===== src/rtl/branch_resolve.sv =====
// Compares each executed instruction's predicted next PC against its resolved next PC and starts a redirect/flush when they differ.
// All outputs are registered with one cycle latency; en=0 freezes every register, and wrong-path instructions are dropped during recovery.
module branch_resolve #(
    parameter int FLUSH_CYCLES = 2,
    parameter int CNT_WIDTH    = 32
) (
    input  logic                 clk,
    input  logic                 reset,
    input  logic                 en,
    input  logic                 ex_valid,
    input  logic [31:0]          ex_pc,
    input  logic [31:0]          ex_instr,
    input  logic [31:0]          ex_pred_pc,
    input  logic                 ex_is_br,
    input  logic                 ex_is_ctrl,
    input  logic                 ex_taken,
    input  logic [31:0]          ex_target,
    output logic                 miss,
    output logic [31:0]          last_pc,
    output logic [31:0]          last_instr,
    output logic                 redirect,
    output logic [31:0]          redirect_pc,
    output logic                 flush,
    output logic [CNT_WIDTH-1:0] br_count,
    output logic [CNT_WIDTH-1:0] miss_count
);
    localparam int DW = (FLUSH_CYCLES < 2) ? 1 : $clog2(FLUSH_CYCLES + 1);

    typedef enum logic [1:0] {
        IDLE     = 2'd0,
        REDIRECT = 2'd1,
        DRAIN    = 2'd2
    } state_t;

    state_t                state_q, state_d;
    logic [DW-1:0]         drain_q, drain_d;
    logic                  miss_q, miss_d;
    logic [31:0]           last_pc_q, last_pc_d;
    logic [31:0]           last_instr_q, last_instr_d;
    logic [31:0]           redirect_pc_q, redirect_pc_d;
    logic [CNT_WIDTH-1:0]  br_count_q, br_count_d;
    logic [CNT_WIDTH-1:0]  miss_count_q, miss_count_d;

    logic                  accept;
    logic                  mispred;
    logic [31:0]           resolved_pc;

    always_comb begin
        accept      = en && ex_valid && (state_q == IDLE);
        resolved_pc = (ex_is_ctrl && ex_taken) ? ex_target : ex_pc + 32'd4;
        mispred     = accept && (resolved_pc != ex_pred_pc);

        state_d       = state_q;
        drain_d       = drain_q;
        miss_d        = miss_q;
        last_pc_d     = last_pc_q;
        last_instr_d  = last_instr_q;
        redirect_pc_d = redirect_pc_q;
        br_count_d    = br_count_q;
        miss_count_d  = miss_count_q;

        if (en) begin
            // Zero feedback on idle/discarded cycles keeps the frontend from training.
            if (accept) begin
                last_pc_d    = ex_pc;
                last_instr_d = ex_instr;
                miss_d       = mispred;
            end else begin
                last_instr_d = 32'd0;
                miss_d       = 1'b0;
            end

            if (accept && ex_is_br && (br_count_q != {CNT_WIDTH{1'b1}})) begin
                br_count_d = br_count_q + CNT_WIDTH'(1);
            end
            if (mispred && ex_is_br && (miss_count_q != {CNT_WIDTH{1'b1}})) begin
                miss_count_d = miss_count_q + CNT_WIDTH'(1);
            end

            case (state_q)
                IDLE: begin
                    if (mispred) begin
                        state_d       = REDIRECT;
                        redirect_pc_d = resolved_pc;
                    end
                end
                REDIRECT: begin
                    if (FLUSH_CYCLES == 0) begin
                        state_d = IDLE;
                    end else begin
                        state_d = DRAIN;
                        drain_d = DW'(FLUSH_CYCLES);
                    end
                end
                DRAIN: begin
                    if (drain_q <= DW'(1)) begin
                        state_d = IDLE;
                        drain_d = '0;
                    end else begin
                        drain_d = drain_q - DW'(1);
                    end
                end
                default: begin
                    state_d = IDLE;
                    drain_d = '0;
                end
            endcase
        end
    end

    always_ff @(posedge clk) begin
        if (!reset) begin
            state_q       <= IDLE;
            drain_q       <= '0;
            miss_q        <= 1'b0;
            last_pc_q     <= 32'd0;
            last_instr_q  <= 32'd0;
            redirect_pc_q <= 32'd0;
            br_count_q    <= '0;
            miss_count_q  <= '0;
        end else begin
            state_q       <= state_d;
            drain_q       <= drain_d;
            miss_q        <= miss_d;
            last_pc_q     <= last_pc_d;
            last_instr_q  <= last_instr_d;
            redirect_pc_q <= redirect_pc_d;
            br_count_q    <= br_count_d;
            miss_count_q  <= miss_count_d;
        end
    end

    assign miss        = miss_q;
    assign last_pc     = last_pc_q;
    assign last_instr  = last_instr_q;
    assign redirect    = (state_q == REDIRECT);
    assign flush       = (state_q == REDIRECT) || (state_q == DRAIN);
    assign redirect_pc = redirect_pc_q;
    assign br_count    = br_count_q;
    assign miss_count  = miss_count_q;

endmodule


===== config.mk =====
export PLATFORM = sky130hd
export DESIGN_NAME = branch_resolve
export DESIGN_NICKNAME = d
export VERILOG_FILES = /design/src/rtl/branch_resolve.sv
export SDC_FILE = /design/constraint.sdc
export NUM_CORES = 1
export LEC_CHECK = 0
export ABC_AREA = 1
export ABC_CLOCK_PERIOD_IN_PS = 3400
export CORE_MARGIN = 1.5
export CORE_UTILIZATION = 40
export CTS_BUF_LIST = sky130_fd_sc_hd__clkbuf_2 sky130_fd_sc_hd__clkbuf_4 sky130_fd_sc_hd__clkbuf_8
export CTS_CLUSTER_SIZE = 30
export DETAILED_ROUTE_END_ITERATION = 10
export PLACE_DENSITY = 0.77
export SYNTH_ARGS = -nofsm -noshare
export SYNTH_HDL_FRONTEND = slang
export SYNTH_SLANG_ARGS = --single-unit

===== constraint.sdc =====
create_clock -name clk -period 3.4 [get_ports clk]
set_clock_uncertainty 0.1 [all_clocks]
set_input_delay 0.85 -clock clk [delete_from_list [all_inputs] [get_ports clk]]
set_output_delay 0.85 -clock clk [all_outputs]
set_load 0.005 [all_outputs]

==> flow_summary.ini <==
[status]
status = finished, final reports clean

[grt]
grt_start_max_net_pins = 71
grt_first_pass_wirelength_um = 54600
first_global_vias = 10299
grt_usage = 0.291
gr-total-overflow = 0
antenna_found_initial = 2

[cts]
tritoncts = built
htreeDepth = 4
clk_transition_reported_paths_ns = 0.10
tritoncts.num_buffers = 17
clock-sinks = 165
cts.path.max_buffers = 2
hold_bufs_at_cts = 0
clk_latency_ns = 0.47
cts_root_buffer = sky130_fd_sc_hd__clkbuf_8

[yosys]
synth_enable_flop_cells = 0
syn_area_mm2 = 0.00918
synth.yosys.warnings = 0
synth-async-reset-ratio = 0
synth-main-ff-cell = sky130_fd_sc_hd__dfxtp_1
syn_inst = 1437
yosys.cell_types.count = 36
synth_sequential_area_ratio = 0.360
yosys_register_bits = 165
syn-mean-instance-area_um2 = 6.39
synth.net_count = 1578

[power]
post-layout-total-power_mw = 4.64
power.internal_mw = 3.28
net-switching-power_mw = 1.36
power_per_cell_area_mw_per_mm2 = 335
power.ir.vdd_worst_mv = 0.338
power.leakage_nw = 5.70
clockPowerShare = 0.345
p_comb_frac = 0.211
seq_power_share = 0.444
switching_share = 0.294

[route]
detail_route.first_pass.iterations = 5
remaining_drc_errors = 0
route.detailed.wl_per_inst_um = 16.5
drt_wl_total_um = 35200
first_iter_violations = 904
avgViaCountPerCell = 5.12
route.antenna.remaining_nets = 0
via_count = 10915

[timing]
finalWorstSetupSlack_ns = 0.198
final_critical_path_time_including_i_o_delays_and_setup_ns = 3.20
final_max_slew_viol_count = 0
timing_hold_violations_final = 0
achievable-frequency_mhz = 312
worst_slew_pin_slew_ns = 0.730
finalCritPeriodShare = 0.942
setup-violations-final = 0
slew_headroom = 0.513
timing.setup.tns_ns = 0

[setup_path]
required_ns = 3.66
cp.buffers_inverters = 3
cp-end-kind = flip-flop
crit_chain = clkdlybuf4s50_1 > nand2_1 > nor2_1 > nand2_1 > nor2_4 > nand2_1 > nand3_1 > nand2_2 > inv_1 > nand2_1 > nand2_1 > nor2_2 > nand2_1 > nor2_2 > nand3_1 > nand2_2 > buf_4 > a21oi_1 > nor2_1
critical_path.startpoint_type = primary input
critical_path_class = in2reg
worstReg2RegStart = miss_count[1]
crit_path_max_incr_delay_ns = 0.53
timing.critical_path.mode_cell = sky130_fd_sc_hd__nand2_1
crit_path_start = ex_pc[12]
timing.critical_path.fanout_max = 10
critPathTopFamily = simple AND/OR/NAND/NOR gates
crit_slowest_cell = sky130_fd_sc_hd__clkdlybuf4s50_1
arrival_ns = 3.46

[finish]
layout.cells.most_common = sky130_fd_sc_hd__nand2_1
final_area_mm2 = 0.0139
layout-drive-gt1-share = 0.126
layout.cells.most_common_list = sky130_fd_sc_hd__nand2_1 (440), sky130_fd_sc_hd__clkdlybuf4s50_1 (284), sky130_fd_sc_hd__dfxtp_1 (165)
area_growth_pct = 50.9
final_core_utilization = 0.614
final.fill_count = 2120
final_nets = 1972

[floorplan]
num_io_pins = 298
effective_utilization_at_floorplan = 0.407
die_w_um = 155
core_area_mm2 = 0.0226
row_count = 55
chipHeight_um = 155
design.die.area_mm2 = 0.0239

[min_path]
min_delay_src = last_pc[3]
hold_path_class = reg2reg

[place]
place.gp.congestion = 0.971
dpl.hpwl_um = 27700
placement.setup.worst_slack_ns = -0.461
placedInstanceArea_mm2 = 0.0133
numPortBuffers = 297

[job]
drv_cap = 0
==> timing repair <==
item                                    in CTS  in global routing
buffers inserted                             0                  3
endpoints found under the setup margin       0                 66
gates resized for setup                      0                 45
==> worst register-to-register path, stage by stage, from the launching register on <==
cell and delay, ns:
sky130_fd_sc_hd__dfxtp_1 0.47, sky130_fd_sc_hd__ha_1 0.27, sky130_fd_sc_hd__nand2_1 0.07, sky130_fd_sc_hd__nor2_1 0.20, sky130_fd_sc_hd__inv_1 0.11, sky130_fd_sc_hd__nor4_1 0.34
sky130_fd_sc_hd__nand4_1 0.16, sky130_fd_sc_hd__nor4_1 0.26, sky130_fd_sc_hd__nor3_2 0.13, sky130_fd_sc_hd__nand2_4 0.12, sky130_fd_sc_hd__buf_12 0.15, sky130_fd_sc_hd__o21ai_0 0.08
sky130_fd_sc_hd__nor2_1 0.15
==> Yosys cell counts, types with 11 or more instances <==
cell type	number	area, um2
sky130_fd_sc_hd__nor2_1	163	612
sky130_fd_sc_hd__nand3b_1	14	105
sky130_fd_sc_hd__or2_2	26	163
sky130_fd_sc_hd__nor3_1	33	165
sky130_fd_sc_hd__nand3_1	94	470
sky130_fd_sc_hd__a21oi_1	138	691
sky130_fd_sc_hd__xnor2_1	11	96.3
sky130_fd_sc_hd__o21ai_0	55	275
sky130_fd_sc_hd__nand4_1	14	87.6
sky130_fd_sc_hd__clkbuf_1	36	135
sky130_fd_sc_hd__xor2_1	36	315
sky130_fd_sc_hd__inv_1	116	435
sky130_fd_sc_hd__nand2_1	445	1670
sky130_fd_sc_hd__dfxtp_1	165	3300
sky130_fd_sc_hd__nor4_1	13	81.3
sky130_fd_sc_hd__o21ai_1	14	70.1
==> cell type report <==
cell class,count,area (um2),share of cell area
diodes,1,2.50,0.000181
clock buffers,18,241,0.0174
clock inverters,14,188,0.0135
inverters,120,450,0.0325
multi-input cells,1100,5260,0.380
flip-flops and latches,165,3300,0.238
well taps,285,357,0.0257
repair buffers,427,4050,0.292
==> cells by family after synthesis <==
group | after synthesis | synth area share
simple gates | 828 | 0.389
compound gates | 219 | 0.122
buf+inv | 172 | 0.0760
flops | 165 | 0.360
xor+xnor | 47 | 0.0448
fa+ha+maj | 6 | 0.00818
==> power by group through the flow <==
| stage | combinational [mW] | sequential [mW] | clock, mW |
|---|---|---|---|
| after floorplan | 0.364 | 2.10 | 0 |
| after global placement | 0.948 | 2.10 | 0 |
| after detailed placement | 0.956 | 2.10 | 0 |
| after CTS | 0.960 | 2.06 | 1.63 |
| after global routing | 1.06 | 2.07 | 1.71 |
| final | 0.980 | 2.06 | 1.60 |
==> flip-flops by register name, summed over array words and instances (netlist names) <==
register / flops
br_count: 32
last_instr: 32
last_pc: 32
miss_count: 32
redirect_pc: 32
drain_q: 2
state_q: 2
miss: 1
==> per-stage QoR <==
stage	hold WS (ns)	std cells
finish	0.367	2130
CTS	0.369	2126
global placement	0.351	2094
global route	0.379	2130
detailed placement	0.357	2094
floorplan	0.338	1437
==> path summary, 6_finish.rpt <==
kind	endpoint	slack (ns)	cells past startpoint
setup reg to reg	miss_count[1]	0.72	12
setup / recovery	redirect_pc[28]	0.20	19
hold reg to reg	last_pc[3]	0.37	2
hold / removal	last_pc[3]	0.37	2
==> routing by layer <==
layer | global-route usage | part of all wire
met5 | 0 | 0
met3 | 0.0625 | 0.069
met4 | 0.109 | 0.031
met1 | 0.376 | 0.44
met2 | 0.478 | 0.46
Power figures use the tool's default switching activity.
